## config.mk

```make
export PLATFORM = sky130hd
export DESIGN_NAME = hamming_encode_sched
export DESIGN_NICKNAME = d
export VERILOG_FILES = /design/src/rtl/hamming_pkg.sv /design/src/rtl/rr_arbiter2.sv /design/src/rtl/hamming_encode_sched.sv
export SDC_FILE = /design/constraint.sdc
export NUM_CORES = 1
export LEC_CHECK = 0
export ABC_CLOCK_PERIOD_IN_PS = 4700
export BUFFER_PORTS_ARGS = -buffer_cell sky130_fd_sc_hd__buf_2
export CELL_PAD_IN_SITES_DETAIL_PLACEMENT = 1
export CELL_PAD_IN_SITES_GLOBAL_PLACEMENT = 2
export CORE_MARGIN = 3
export CORE_UTILIZATION = 24
export DETAILED_ROUTE_END_ITERATION = 10
export PLACE_DENSITY = 0.92
export SLEW_MARGIN = 25
export SYNTH_ARGS = -nofsm -noshare
export SYNTH_HDL_FRONTEND = slang
export SYNTH_SLANG_ARGS = --single-unit
export TNS_END_PERCENT = 10
```

## constraint.sdc

```tcl
create_clock -name clk -period 4.7 [get_ports clk]
set_input_delay 0.235 -clock clk [delete_from_list [all_inputs] [get_ports clk]]
set_output_delay 0.235 -clock clk [all_outputs]
set_load 0.1 [all_outputs]
```

## src/rtl/hamming_pkg.sv

```systemverilog
// Shared types and constants for the two-requester SECDED (72/64) encode scheduler.
// Codeword layout: bit 0 is the overall parity bit; the Hamming parity bits sit at the power-of-two positions.
package hamming_pkg;

    localparam int DATA_W = 64;
    localparam int CODE_W = 72;

    typedef enum logic [1:0] {
        IDLE  = 2'd0,
        ISSUE = 2'd1,
        WAIT  = 2'd2,
        OUT   = 2'd3
    } sched_state_t;

    localparam int N_PARITY = 7;
    localparam logic [6:0] PARITY_POS [N_PARITY] = '{7'd1, 7'd2, 7'd4, 7'd8, 7'd16, 7'd32, 7'd64};

    // True when a codeword bit position carries a Hamming parity bit rather than data.
    function automatic logic is_parity_pos(input logic [6:0] pos);
        logic hit;
        hit = 1'b0;
        for (int i = 0; i < N_PARITY; i++) begin
            hit = hit | (pos == PARITY_POS[i]);
        end
        return hit;
    endfunction

endpackage

```

## src/rtl/rr_arbiter2.sv

```systemverilog
// Combinational two-way round-robin grant: a lone requester wins outright,
// and under contention the requester that did not win last time is chosen.
module rr_arbiter2 (
    input  logic valid0,
    input  logic valid1,
    input  logic last_grant,
    output logic grant_valid,
    output logic grant_id
);

    // Grant selection from the request pair and the previous winner.
    always_comb begin
        grant_valid = valid0 | valid1;
        grant_id    = 1'b0;
        case ({valid1, valid0})
            2'b01:   grant_id = 1'b0;
            2'b10:   grant_id = 1'b1;
            2'b11:   grant_id = ~last_grant;
            default: grant_id = 1'b0;
        endcase
    end

endmodule

```

## src/rtl/hamming_encode_sched.sv

```systemverilog
// Shares one external 72/64 SECDED encoder between two 64-bit requesters: accept, strobe,
// wait a fixed encoder latency, capture, then present the tagged codeword downstream.
module hamming_encode_sched
    import hamming_pkg::*;
#(
    parameter int ENC_LATENCY = 1,
    parameter int CNT_W       = 16
) (
    input  logic              clk,
    input  logic              rst,
    input  logic              req0_valid,
    input  logic [DATA_W-1:0] req0_data,
    output logic              req0_ready,
    input  logic              req1_valid,
    input  logic [DATA_W-1:0] req1_data,
    output logic              req1_ready,
    output logic [DATA_W-1:0] enc_data,
    output logic              enc_start,
    input  logic [CODE_W-1:0] enc_codeword,
    output logic              out_valid,
    output logic [CODE_W-1:0] out_codeword,
    output logic              out_src,
    input  logic              out_ready,
    output logic              busy,
    output logic [CNT_W-1:0]  word_count
);

    localparam int WAIT_W = ($clog2(ENC_LATENCY + 1) < 1) ? 1 : $clog2(ENC_LATENCY + 1);
    localparam logic [WAIT_W-1:0] WAIT_LOAD = WAIT_W'(ENC_LATENCY - 1);

    sched_state_t      state_r;
    logic              last_grant_r;
    logic [WAIT_W-1:0] wait_cnt_r;
    logic [DATA_W-1:0] enc_data_r;
    logic              enc_start_r;
    logic              out_valid_r;
    logic [CODE_W-1:0] out_codeword_r;
    logic              out_src_r;
    logic              busy_r;
    logic [CNT_W-1:0]  word_count_r;

    logic grant_valid_s;
    logic grant_id_s;
    logic accept_s;
    logic handshake_s;

    rr_arbiter2 u_arb (
        .valid0      (req0_valid),
        .valid1      (req1_valid),
        .last_grant  (last_grant_r),
        .grant_valid (grant_valid_s),
        .grant_id    (grant_id_s)
    );

    // Ready is only offered in IDLE, and only to the granted requester.
    always_comb begin
        req0_ready = 1'b0;
        req1_ready = 1'b0;
        if ((state_r == IDLE) && grant_valid_s) begin
            req0_ready = ~grant_id_s;
            req1_ready = grant_id_s;
        end else begin
            req0_ready = 1'b0;
            req1_ready = 1'b0;
        end
    end

    assign accept_s    = req0_ready | req1_ready;
    assign handshake_s = out_valid_r & out_ready;

    // Scheduler state machine; every output it drives is registered here.
    always_ff @(posedge clk) begin
        if (rst) begin
            state_r        <= IDLE;
            last_grant_r   <= 1'b1;
            wait_cnt_r     <= {WAIT_W{1'b0}};
            enc_data_r     <= {DATA_W{1'b0}};
            enc_start_r    <= 1'b0;
            out_valid_r    <= 1'b0;
            out_codeword_r <= {CODE_W{1'b0}};
            out_src_r      <= 1'b0;
            busy_r         <= 1'b0;
            word_count_r   <= {CNT_W{1'b0}};
        end else begin
            case (state_r)
                IDLE: begin
                    if (accept_s) begin
                        enc_data_r   <= grant_id_s ? req1_data : req0_data;
                        out_src_r    <= grant_id_s;
                        last_grant_r <= grant_id_s;
                        enc_start_r  <= 1'b1;
                        busy_r       <= 1'b1;
                        state_r      <= ISSUE;
                    end else begin
                        state_r <= IDLE;
                    end
                end
                ISSUE: begin
                    enc_start_r <= 1'b0;
                    wait_cnt_r  <= WAIT_LOAD;
                    state_r     <= WAIT;
                end
                WAIT: begin
                    // Counter reaching zero marks the cycle the encoder result is final.
                    if (wait_cnt_r == {WAIT_W{1'b0}}) begin
                        out_codeword_r <= enc_codeword;
                        out_valid_r    <= 1'b1;
                        state_r        <= OUT;
                    end else begin
                        wait_cnt_r <= wait_cnt_r - WAIT_W'(1);
                    end
                end
                OUT: begin
                    if (handshake_s) begin
                        out_valid_r  <= 1'b0;
                        busy_r       <= 1'b0;
                        word_count_r <= word_count_r + CNT_W'(1);
                        state_r      <= IDLE;
                    end else begin
                        state_r <= OUT;
                    end
                end
                default: begin
                    enc_start_r <= 1'b0;
                    out_valid_r <= 1'b0;
                    busy_r      <= 1'b0;
                    state_r     <= IDLE;
                end
            endcase
        end
    end

    assign enc_data     = enc_data_r;
    assign enc_start    = enc_start_r;
    assign out_valid    = out_valid_r;
    assign out_codeword = out_codeword_r;
    assign out_src      = out_src_r;
    assign busy         = busy_r;
    assign word_count   = word_count_r;

endmodule

```

==> impl_metrics.env <==
export IMPL_tightest_slew_ns=1.01
export IMPL_path_depth=4
export IMPL_htree_levels=4
export IMPL_clock_latency_ns=0.43
export IMPL_layout_setup_ws_ns=2.06
export IMPL_cts_buffers=17
export IMPL_yosysUniqueCellTypes=27
export IMPL_cp_start_kind="flop"
export IMPL_drt_iter0_markers=521
export IMPL_viasPerCell=4.79
export IMPL_routedWlPerCell_um=17.2
export IMPL_rsz0062_at_grt="no"
export IMPL_cp_cell_sequence="nand2_1 > a2111oi_2 > buf_4 > buf_2"
export IMPL_tritoncts="yes"
export IMPL_synth_area_per_cell_um2=8.82
export IMPL_post_cts_buffers=0
export IMPL_crit_path_top_delay_cell="buf_4"
export IMPL_crit_fanout=65
export IMPL_max_freq_ghz=0.379
export IMPL_final_max_slew_viol_count=0
export IMPL_cts_root_buffer="clkbuf_16"
export IMPL_hold_class="in -> reg"
export IMPL_die_area_um2=25700
export IMPL_tns_ns=0
export IMPL_r2r_slack_ns=2.50
export IMPL_relSlewSlack=0.329
export IMPL_totalWireLength_um=22500
export IMPL_synthCells=647
export IMPL_p_leak_uw=0.00388
export IMPL_period_needed_ns=2.64
export IMPL_cp_buffers_inverters=2
export IMPL_grt_max_degree=90
export IMPL_synth_warnings=0
export IMPL_die_h_um=160
export IMPL_fin_nets=1183
export IMPL_setup_worst_path_end="req0_ready"
export IMPL_hold_buffers=0
export IMPL_status="finished, final reports clean"
export IMPL_endpoint_kind="output port"
export IMPL_io_pins=363
export IMPL_pre_cts_slack_ns=2.44
export IMPL_place_hpwl_um=16200
export IMPL_critPathLaunch="last_grant_r$_SDFFE_PP1P_"
export IMPL_grt_use_total=0.167
export IMPL_firstDrtPassIters=8
export IMPL_port_buffers=362
export IMPL_clk_pin_slew_ns=0.07
export IMPL_netlist_area_um2=5710
export IMPL_coreArea_um2=23000
export IMPL_skew_ns=0.0132
export IMPL_finalHoldViolations=0
export IMPL_cpPeakStageDelay_ns=0.63
export IMPL_ys_seq_area_frac=0.558
export IMPL_vias=6259
export IMPL_power_uw=4200
export IMPL_die_width_um=160
export IMPL_finalSetupViolCount=0
export IMPL_drc_errors=0
export IMPL_cts_sinks=159
export IMPL_gp_congestion=0.745
export IMPL_ant_nets=0
export IMPL_final_common_cell="buf_2"
export IMPL_rr_startpoint="state_r[1]$_SDFF_PP0_"
export IMPL_final_util=0.363
export IMPL_start_util=0.248
export IMPL_cp_required_ns=4.47
export IMPL_cp_arrival_ns=2.40
export IMPL_grt_pass1_wl_um=34400
export IMPL_syn_num_nets=853
export IMPL_cts_root_to_sink_buffers=2
export IMPL_areaGrowthSynthToFinish_pct=46.2
export IMPL_final_cell_mix="buf_2 (361), dfxtp_1 (159), nand2_1 (154)"
export IMPL_r2r_cells=5
export IMPL_grt_ovfl_total=0
export IMPL_synth_seq_cells=159
export IMPL_ir_drop_mv=0.221
export IMPL_cts_resized=0
export IMPL_whs_ns=0.0428
export IMPL_cp_top_family="buffers and inverters"
export IMPL_antenna_found_initial=5
export IMPL_powerDensity_nw_per_um2=503
export IMPL_r2r_end="enc_data[24]$_SDFFE_PP0P_"
export IMPL_drv_cap=0
export IMPL_post_route_period_util=0.561
export IMPL_first_global_vias=6214
export IMPL_drive_gt1_frac=0.411
export IMPL_row_count=55
export IMPL_critical_path_class="reg -> out"
## cells in the mapped netlist
master,n,share of area
o21ai_1,1,0.00088
nor4_1,2,0.0022
or3_1,3,0.0033
xnor2_1,6,0.0092
xor2_1,5,0.0077
nand3_1,5,0.0044
nor2b_1,2,0.0022
a211o_1,1,0.0015
mux2_2,1,0.0020
o21ai_0,4,0.0035
dfxtp_1,159,0.56
inv_1,2,0.0013
nand4_4,1,0.0037
a21oi_1,81,0.071
ha_1,1,0.0022
nor3_1,3,0.0026
nand4_1,5,0.0055
nand2_1,155,0.10
and3_1,2,0.0022
buf_1,3,0.0020
and4_1,4,0.0061
buf_2,10,0.0088
or4_4,1,0.0020
a222oi_1,64,0.11
nor2_1,81,0.053
a2111oi_0,1,0.0015
clkbuf_1,44,0.029
## final cells by class
cell class / instances / area [um2]
diodes: 3 / 7.51
clock buffers: 19 / 443
clock inverters: 13 / 120
fillers: 2887 / 14600
inverters: 2 / 7.51
multi-input cells: 429 / 2320
flip-flops and latches: 159 / 3180
well taps: 313 / 392
repair buffers: 368 / 1870
## sequential cells by signal, indices dropped and copies added, names as in the netlist
| register | flops |
|---|---|
| busy | 1 |
| out_valid | 1 |
| out_src | 1 |
| last_grant_r | 1 |
| out_codeword | 72 |
| enc_start | 1 |
| enc_data | 64 |
| state_r | 2 |
| word_count | 16 |
## where the power goes
| group | switching, uW | internal [uW] |
|---|---|---|
| registers | 60.8 | 1460 |
| logic | 1080 | 249 |
| clock network | 629 | 716 |
## cell families (layout without fill, tap and decap cells)
| logic type | after synthesis | count (layout) | synth area share |
|---|---|---|---|
| AND/OR/NAND/NOR | 264 | 264 | 0.189 |
| multiplexers | 1 | 1 | 0.00197 |
| adder cells (fa/ha/maj) | 1 | 1 | 0.00219 |
| XOR/XNOR | 11 | 11 | 0.0169 |
| buffers and inverters | 59 | 402 | 0.0410 |
| AO/OA/AOI/OAI | 152 | 152 | 0.191 |
| other | 0 | 3 | 0 |
| flip-flops | 159 | 159 | 0.558 |
## per-layer routing
| metal | GRT usage | up-vias | part of all wire |
|---|---|---|---|
| li1 | - | 2957 | - |
| met1 | 0.189 | 2995 | 0.40 |
| met2 | 0.288 | 274 | 0.50 |
| met3 | 0.0638 | 27 | 0.085 |
| met4 | 0.0552 | 6 | 0.017 |
| met5 | 0 | - | 0.0015 |
## how the worst min path moves through the flow
| stage | start | endpoint | depth (start not counted) |
|---|---|---|---|
| 3_3_place_gp | out_codeword[20]$_SDFFE_PP0P_ | out_codeword[20]$_SDFFE_PP0P_ | 2 |
| 6_report | enc_codeword[10] | out_codeword[10]$_SDFFE_PP0P_ | 3 |
| 2_1_floorplan | enc_codeword[0] | out_codeword[0]$_SDFFE_PP0P_ | 2 |
| 4_1_cts | enc_codeword[8] | out_codeword[8]$_SDFFE_PP0P_ | 3 |
| 5_1_grt | enc_codeword[36] | out_codeword[36]$_SDFFE_PP0P_ | 3 |
| 3_5_place_dp | out_codeword[54]$_SDFFE_PP0P_ | out_codeword[54]$_SDFFE_PP0P_ | 2 |
## worst min-delay path, delay by kind of cell
family | cells | cell delay, ns
AOI/OAI and AO/OA | 1 | 0.05
buffers and inverters | 1 | 0.09
and+or+nand+nor | 1 | 0.04
## through the flow
stage | instances | instance area [um2]
3_5_place_dp | 1271 | 7770
4_1_cts | 1303 | 8340
5_1_grt | 1305 | 8340
2_1_floorplan | 647 | 5710
6_report | 1306 | 8340
3_3_place_gp | 1271 | 7770
Power figures use the tool's default switching activity.
